<file path="src/rtl/dds_key_cmd_ctrl_if.sv">
// Configuration bus from the key command controller to the DDS core.
// The master offers a frequency word, waveform and amplitude shift under valid/ready.
interface dds_key_cmd_ctrl_if #(
  parameter int FW = 32
);
  logic          cfg_valid;
  logic          cfg_ready;
  logic [FW-1:0] freq_word;
  logic [1:0]    wave_sel;
  logic [1:0]    amp_shift;

  modport master (
    output cfg_valid, freq_word, wave_sel, amp_shift,
    input  cfg_ready
  );

  modport slave (
    input  cfg_valid, freq_word, wave_sel, amp_shift,
    output cfg_ready
  );
endinterface

</file>
<file path="src/rtl/dds_key_cmd_ctrl.sv">
// Key pulses -> queued DDS configuration updates, serviced one at a time over valid/ready.
// Optional step acceleration for repeated up/dn presses: define DDS_KEY_STEP_ACCEL_EN.
module dds_key_cmd_ctrl #(
  parameter int          FW      = 32,
  parameter int unsigned STEP    = 85_899,
  parameter int unsigned FMIN    = 85_899,
  parameter int unsigned FMAX    = 429_496_730,
  parameter int unsigned FRESET  = 85_899,
  parameter int unsigned ACC_WIN = 25_000_000
) (
  input  logic                 clk,
  input  logic                 rst_n,
  input  logic                 key_up_i,
  input  logic                 key_dn_i,
  input  logic                 key_wave_i,
  input  logic                 key_amp_i,
  dds_key_cmd_ctrl_if.master   cfg_if,
  output logic                 busy_o,
  output logic                 drop_o
);

  typedef enum logic [1:0] {S_IDLE, S_CALC, S_SEND} state_e;
  typedef enum logic [1:0] {C_UP, C_DN, C_WAVE, C_AMP} cmd_e;

  localparam logic [FW:0]   STEP_W   = (FW+1)'(STEP);
  localparam logic [FW:0]   FMIN_W   = (FW+1)'(FMIN);
  localparam logic [FW:0]   FMAX_W   = (FW+1)'(FMAX);
  localparam logic [FW-1:0] FRESET_W = FW'(FRESET);
  localparam logic [24:0]   ACC_WIN_W = 25'(ACC_WIN);

  state_e        state_q, state_d;
  cmd_e          cmd_q, cmd_d;
  logic [3:0]    pending_q, pending_d;
  logic [FW-1:0] freq_q, freq_d;
  logic [1:0]    wave_q, wave_d;
  logic [1:0]    amp_q, amp_d;
  logic          drop_q, drop_d;

  logic [3:0]    key_vec;
  logic [3:0]    clr_vec;
  logic [FW:0]   step_w;
  logic [FW:0]   up_sum;
  logic [FW:0]   dn_floor;
  logic [FW-1:0] up_val;
  logic [FW-1:0] dn_val;

  // Bit order matches service priority: up, dn, wave, amp.
  assign key_vec = {key_up_i, key_dn_i, key_wave_i, key_amp_i};

`ifdef DDS_KEY_STEP_ACCEL_EN
  logic [24:0] win_cnt_q;
  logic [1:0]  mult_sh_q;
  logic [1:0]  mult_sh_eff;
  logic        last_dn_q;
  logic        same_dir;
  logic        updn_calc;

  assign updn_calc   = (state_q == S_CALC) && ((cmd_q == C_UP) || (cmd_q == C_DN));
  assign same_dir    = (last_dn_q == (cmd_q == C_DN)) && (win_cnt_q < ACC_WIN_W);
  assign mult_sh_eff = same_dir ? ((mult_sh_q == 2'd3) ? 2'd3 : mult_sh_q + 2'd1) : 2'd0;
  assign step_w      = STEP_W << mult_sh_eff;

  // Counter parks at ACC_WIN so the first press after reset or a long pause uses x1.
  always_ff @(posedge clk or negedge rst_n) begin
    if (!rst_n) begin
      win_cnt_q <= ACC_WIN_W;
      mult_sh_q <= 2'd0;
      last_dn_q <= 1'b0;
    end else if (updn_calc) begin
      win_cnt_q <= 25'd0;
      mult_sh_q <= mult_sh_eff;
      last_dn_q <= (cmd_q == C_DN);
    end else if (win_cnt_q < ACC_WIN_W) begin
      win_cnt_q <= win_cnt_q + 25'd1;
    end
  end
`else
  logic unused_acc_win;
  assign unused_acc_win = ^ACC_WIN_W;
  assign step_w         = STEP_W;
`endif

  // One extra bit keeps the sum and the floor from wrapping near the top of the range.
  assign up_sum   = {1'b0, freq_q} + step_w;
  assign dn_floor = FMIN_W + step_w;
  assign up_val   = (up_sum > FMAX_W) ? FMAX_W[FW-1:0] : up_sum[FW-1:0];
  assign dn_val   = ({1'b0, freq_q} < dn_floor) ? FMIN_W[FW-1:0] : (freq_q - step_w[FW-1:0]);

  always_comb begin
    state_d = state_q;
    cmd_d   = cmd_q;
    freq_d  = freq_q;
    wave_d  = wave_q;
    amp_d   = amp_q;
    clr_vec = 4'b0000;
    case (state_q)
      S_IDLE: begin
        if (|pending_q) begin
          state_d = S_CALC;
          if (pending_q[3]) begin
            clr_vec = 4'b1000;
            cmd_d   = C_UP;
          end else if (pending_q[2]) begin
            clr_vec = 4'b0100;
            cmd_d   = C_DN;
          end else if (pending_q[1]) begin
            clr_vec = 4'b0010;
            cmd_d   = C_WAVE;
          end else begin
            clr_vec = 4'b0001;
            cmd_d   = C_AMP;
          end
        end
      end
      S_CALC: begin
        state_d = S_SEND;
        case (cmd_q)
          C_UP:    freq_d = up_val;
          C_DN:    freq_d = dn_val;
          C_WAVE:  wave_d = wave_q + 2'd1;
          default: amp_d  = amp_q + 2'd1;
        endcase
      end
      S_SEND: begin
        if (cfg_if.cfg_ready) begin
          state_d = S_IDLE;
        end
      end
      default: state_d = S_IDLE;
    endcase
    // A pulse landing on the bit being cleared is kept, not dropped.
    pending_d = (pending_q & ~clr_vec) | key_vec;
    drop_d    = |(key_vec & pending_q & ~clr_vec);
  end

  always_ff @(posedge clk or negedge rst_n) begin
    if (!rst_n) begin
      state_q   <= S_IDLE;
      cmd_q     <= C_UP;
      pending_q <= 4'b0000;
      freq_q    <= FRESET_W;
      wave_q    <= 2'd0;
      amp_q     <= 2'd0;
      drop_q    <= 1'b0;
    end else begin
      state_q   <= state_d;
      cmd_q     <= cmd_d;
      pending_q <= pending_d;
      freq_q    <= freq_d;
      wave_q    <= wave_d;
      amp_q     <= amp_d;
      drop_q    <= drop_d;
    end
  end

  assign cfg_if.cfg_valid = (state_q == S_SEND);
  assign cfg_if.freq_word = freq_q;
  assign cfg_if.wave_sel  = wave_q;
  assign cfg_if.amp_shift = amp_q;
  assign busy_o           = (state_q != S_IDLE);
  assign drop_o           = drop_q;

endmodule
</file>
<file path="src/flat_wrapper.sv">
// flat-port wrapper written by rule: the top's interface ports become plain ports
module dds_key_cmd_ctrl_flat 
#(
  parameter int          FW      = 32,
  parameter int unsigned STEP    = 85_899,
  parameter int unsigned FMIN    = 85_899,
  parameter int unsigned FMAX    = 429_496_730,
  parameter int unsigned FRESET  = 85_899,
  parameter int unsigned ACC_WIN = 25_000_000
)
  (clk, rst_n, key_up_i, key_dn_i, key_wave_i, key_amp_i, busy_o, drop_o, cfg_if_cfg_valid, cfg_if_freq_word, cfg_if_wave_sel, cfg_if_amp_shift, cfg_if_cfg_ready);
  dds_key_cmd_ctrl_if #(.FW(FW)) cfg_if_i ();
  input  logic clk;
  input  logic rst_n;
  input  logic key_up_i;
  input  logic key_dn_i;
  input  logic key_wave_i;
  input  logic key_amp_i;
  output logic busy_o;
  output logic drop_o;
  output wire logic [$bits(cfg_if_i.cfg_valid)-1:0] cfg_if_cfg_valid;
  output wire logic [$bits(cfg_if_i.freq_word)-1:0] cfg_if_freq_word;
  output wire logic [$bits(cfg_if_i.wave_sel)-1:0] cfg_if_wave_sel;
  output wire logic [$bits(cfg_if_i.amp_shift)-1:0] cfg_if_amp_shift;
  input wire logic [$bits(cfg_if_i.cfg_ready)-1:0] cfg_if_cfg_ready;
  assign cfg_if_cfg_valid = cfg_if_i.cfg_valid;
  assign cfg_if_freq_word = cfg_if_i.freq_word;
  assign cfg_if_wave_sel = cfg_if_i.wave_sel;
  assign cfg_if_amp_shift = cfg_if_i.amp_shift;
  assign cfg_if_i.cfg_ready = cfg_if_cfg_ready;
  dds_key_cmd_ctrl #(.FW(FW), .STEP(STEP), .FMIN(FMIN), .FMAX(FMAX), .FRESET(FRESET), .ACC_WIN(ACC_WIN)) u_core (.clk(clk), .rst_n(rst_n), .key_up_i(key_up_i), .key_dn_i(key_dn_i), .key_wave_i(key_wave_i), .key_amp_i(key_amp_i), .cfg_if(cfg_if_i), .busy_o(busy_o), .drop_o(drop_o));
endmodule
</file>
<file path="config.mk">
export PLATFORM = sky130hd
export DESIGN_NAME = dds_key_cmd_ctrl_flat
export DESIGN_NICKNAME = d
export VERILOG_FILES = /design/src/rtl/dds_key_cmd_ctrl_if.sv /design/src/rtl/dds_key_cmd_ctrl.sv /design/src/flat_wrapper.sv
export SDC_FILE = /design/constraint.sdc
export NUM_CORES = 1
export LEC_CHECK = 0
export BUFFER_PORTS_ARGS = -buffer_cell sky130_fd_sc_hd__buf_2
export CAP_MARGIN = 20
export CELL_PAD_IN_SITES_DETAIL_PLACEMENT = 1
export CELL_PAD_IN_SITES_GLOBAL_PLACEMENT = 2
export CORE_MARGIN = 8
export CORE_UTILIZATION = 35
export CTS_CLUSTER_DIAMETER = 200
export DETAILED_ROUTE_END_ITERATION = 8
export MAX_ROUTING_LAYER = met4
export PLACE_DENSITY = 0.94
export SYNTH_ARGS = -nofsm -noshare
export SYNTH_HDL_FRONTEND = slang
export SYNTH_SLANG_ARGS = --single-unit
export TNS_END_PERCENT = 50
</file>
<file path="constraint.sdc">
create_clock -name clk -period 3.95 [get_ports clk]
set_input_delay 0.1975 -clock clk [delete_from_list [all_inputs] [get_ports clk]]
set_output_delay 0.1975 -clock clk [all_outputs]
set_load 0.01 [all_outputs]
</file>
==> flow_summary.toml <==
[placed_design]
place.gp.congestion = 0.923
pre_cts_slack_ns = 0.138
port_buffers = 45
hpwl_mm = 11.7
placed_cell_area_um2 = 4600

[route]
avgViaCountPerCell = 6.53
dr.pass1.iters = 5
ant_nets = 0
num_vias = 4872
initialDrtViolationCount = 414
wire_per_inst_um = 21.9
drc = 0
routed_wl_mm = 16.3

[power_and_ir_drop]
switchingPower_mw = 1.96
pwr-share-comb = 0.585
p_leak_nw = 1.83
ir_drop_mv = 0.252
swShare = 0.536
seqPwrFrac = 0.288
p_per_area_nw_per_um2 = 765
power_mw = 3.65
internal-power_mw = 1.69
clockPowerShare = 0.126

[outcome]
violations = "hold timing"
outcome = "complete, but fails checks"

[clocking]
h-tree-depth = 2
clk_latency_ns = 0.31
cts_resized = 0
cts.sinks = 45
numCtsBuffers = 5
cts_hold_buf = 0
cts_setup_buffers = 0
cts_tree = "done"
cts-root-buf = "clkbuf_16"
cts_max_path_buffers = 2
cts.clk_slew.worst_paths_ns = 0.08

[synth]
syn-num-nets = 577
ys_seq_area_frac = 0.271
yosys.area.top_type_share = 0.208
synth_enable_flop_cells = 0
yosys_register_bits = 45
synth_cell_type_count = 77
ys_warn_count = 0
synth_area_um2 = 4210
yosysTopAreaCell = "dfrtp_1"
synthArstFlopShare = 1.00
syn_avg_cell_area_um2 = 7.42
syn_inst = 567
synthTopCellsByArea = "dfrtp_1 21%, dfstp_2 6.2%, a21oi_1 5.5%"
yosys_most_used_dff = "dfrtp_1"

[cells_and_area]
final_util = 0.402
fillers = 1476
area_growth_pct = 13.5
layout.nets = 608
final_area_um2 = 4770
diodes = 0
drive_gt1_frac = 0.182

[timing]
fin_hold_ws_ns = -0.00576
finalHoldViolations = 5
slew_viol_final = 0
skew_ns = 0.0109
rsz0062_at_grt = "false"
finalSetupTns_ns = 0
worst-slew-pin-transition_ns = 0.774
slew_headroom = 0.481
timing.fmax_mhz = 267
finalCriticalPeriod_ns = 3.75
setup_ws_ns = 0.200
setup_viol = 0
finalCritPeriodShare = 0.949

[floorplan]
io_pins = 46
die_h_um = 126
die_w_um = 126
core_um2 = 11900
start_util = 0.355
num_rows = 40
dieArea_um2 = 15800

[worst_setup_path]
path_max_fanout = 11
crit_arrival_ns = 3.97
worstSetupPathType = "reg -> reg"
cp-end-kind = "flip-flop"
start_kind = "flip-flop"
cp.required_ns = 4.17

[global_routing]
grt_pass1_vias = 5053
antenna_found_initial = 0
grt_remaining_overflow = 0
grt_pass1_wl_mm = 26.8
grt_max_degree = 46
grt_util_all_layers = 0.211

[worst_hold_path]
hp-class = "in -> async"

[job]
maxCapViolCount = 0
-- path summary, 6_finish.rpt --
kind                                            startpoint                          end  slack [ns]  cells past startpoint
worst max-delay path            u_core.cfg_if.freq_word[0]   u_core.cfg_if.freq_word[7]        0.20                     13
worst min-delay path                                 rst_n  u_core.cfg_if.freq_word[13]      -0.006                      2
worst max register to register  u_core.cfg_if.freq_word[0]   u_core.cfg_if.freq_word[7]        0.20                     13
worst min register to register  u_core.cfg_if.amp_shift[1]   u_core.cfg_if.amp_shift[1]        0.48                      1
max in group asynchronous                            rst_n   u_core.cfg_if.amp_shift[1]        3.52                      2
min in group clk                          cfg_if_cfg_ready            u_core.state_q[1]        0.07                      2
-- stage by stage --
stage          cells  hold slack (ns)
6_report         746         -0.00576
5_1_grt          746           0.0603
4_1_cts          746           0.0264
3_5_place_dp     738            0.350
3_3_place_gp     738            0.339
2_1_floorplan    567          -0.0981
-- synthesized netlist by cell type (10+ instances only) --
cell	number
o21ai_0	44
dfrtp_1	35
inv_1	13
nand3_1	31
nand2b_1	15
o21ai_1	20
nand2_1	40
clkbuf_1	36
dfstp_2	10
nor3_1	17
nor2_1	57
nor4_1	14
and3_1	12
a21oi_1	46
a21o_1	10
-- power by group through the flow --
stage	logic (mW)	clock network (mW)	registers, mW
finish	2.14	0.461	1.05
global route	2.34	0.482	1.09
CTS	2.11	0.464	1.03
detailed placement	2.10	0	1.04
global placement	2.02	0	1.02
floorplan	1.54	0	0.883
-- per-layer routing --
layer | GRT usage | up-vias | part of all wire
met3 | 0.0325 | 45 | 0.061
li1 | - | 2187 | -
met2 | 0.343 | 199 | 0.48
met5 | - | - | 0
met4 | 0.0910 | 0 | 0.028
met1 | 0.256 | 2441 | 0.43
-- worst max-delay path, stage by stage, from the launching register on --
cell and delay [ns]:
dfstp_2 0.63, inv_1 0.06, ha_1 0.23, nor2b_1 0.26, o21ai_2 0.22, nor4_1 0.38
o311a_1 0.21, o2111a_1 0.19, o211ai_1 0.17, nor3b_1 0.45, o32ai_4 0.18, buf_4 0.24
and4_1 0.20, a311oi_1 0.24
-- flip-flops by register name, summed over array words and instances, names as in the netlist --
name / count
u_core.state_q: 2
u_core.cfg_if.amp_shift: 2
u_core.cfg_if.wave_sel: 2
u_core.pending_q: 4
u_core.cmd_q: 2
u_core.cfg_if.freq_word: 32
u_core.drop_o: 1
-- logic make-up (layout without fill, tap and decap cells) --
family	count (synthesis)	in the layout	synth area share
AND/OR/NAND/NOR	244	244	0.314
AO/OA/AOI/OAI	196	196	0.305
buffers and inverters	60	92	0.0601
flip-flops	45	45	0.271
XOR/XNOR	16	16	0.0333
adder cells (fa/ha/maj)	3	3	0.00893
multiplexers	3	3	0.00774
-- final cells by class --
type	instances	area [µm²]	area share
timing repair buffer	70	413	0.0865
tap	147	184	0.0385
clock buffer	5	125	0.0262
sequential	45	1140	0.239
clock inverter	3	25.0	0.00524
multi-input combinational	462	2830	0.594
inverter	14	52.6	0.0110
-- layout by cell type (no fill, tap or decap), types with 15 or more instances in the layout --
master	netlist	final
buf_2	4	45
nor3_1	17	17
dfrtp_1	35	35
buf_4	4	25
nor2_1	57	56
o21ai_1	20	19
nand2_1	40	40
nand3_1	31	31
o21ai_0	44	44
nand2b_1	15	15
a21oi_1	46	46
Power figures use the tool's default switching activity.
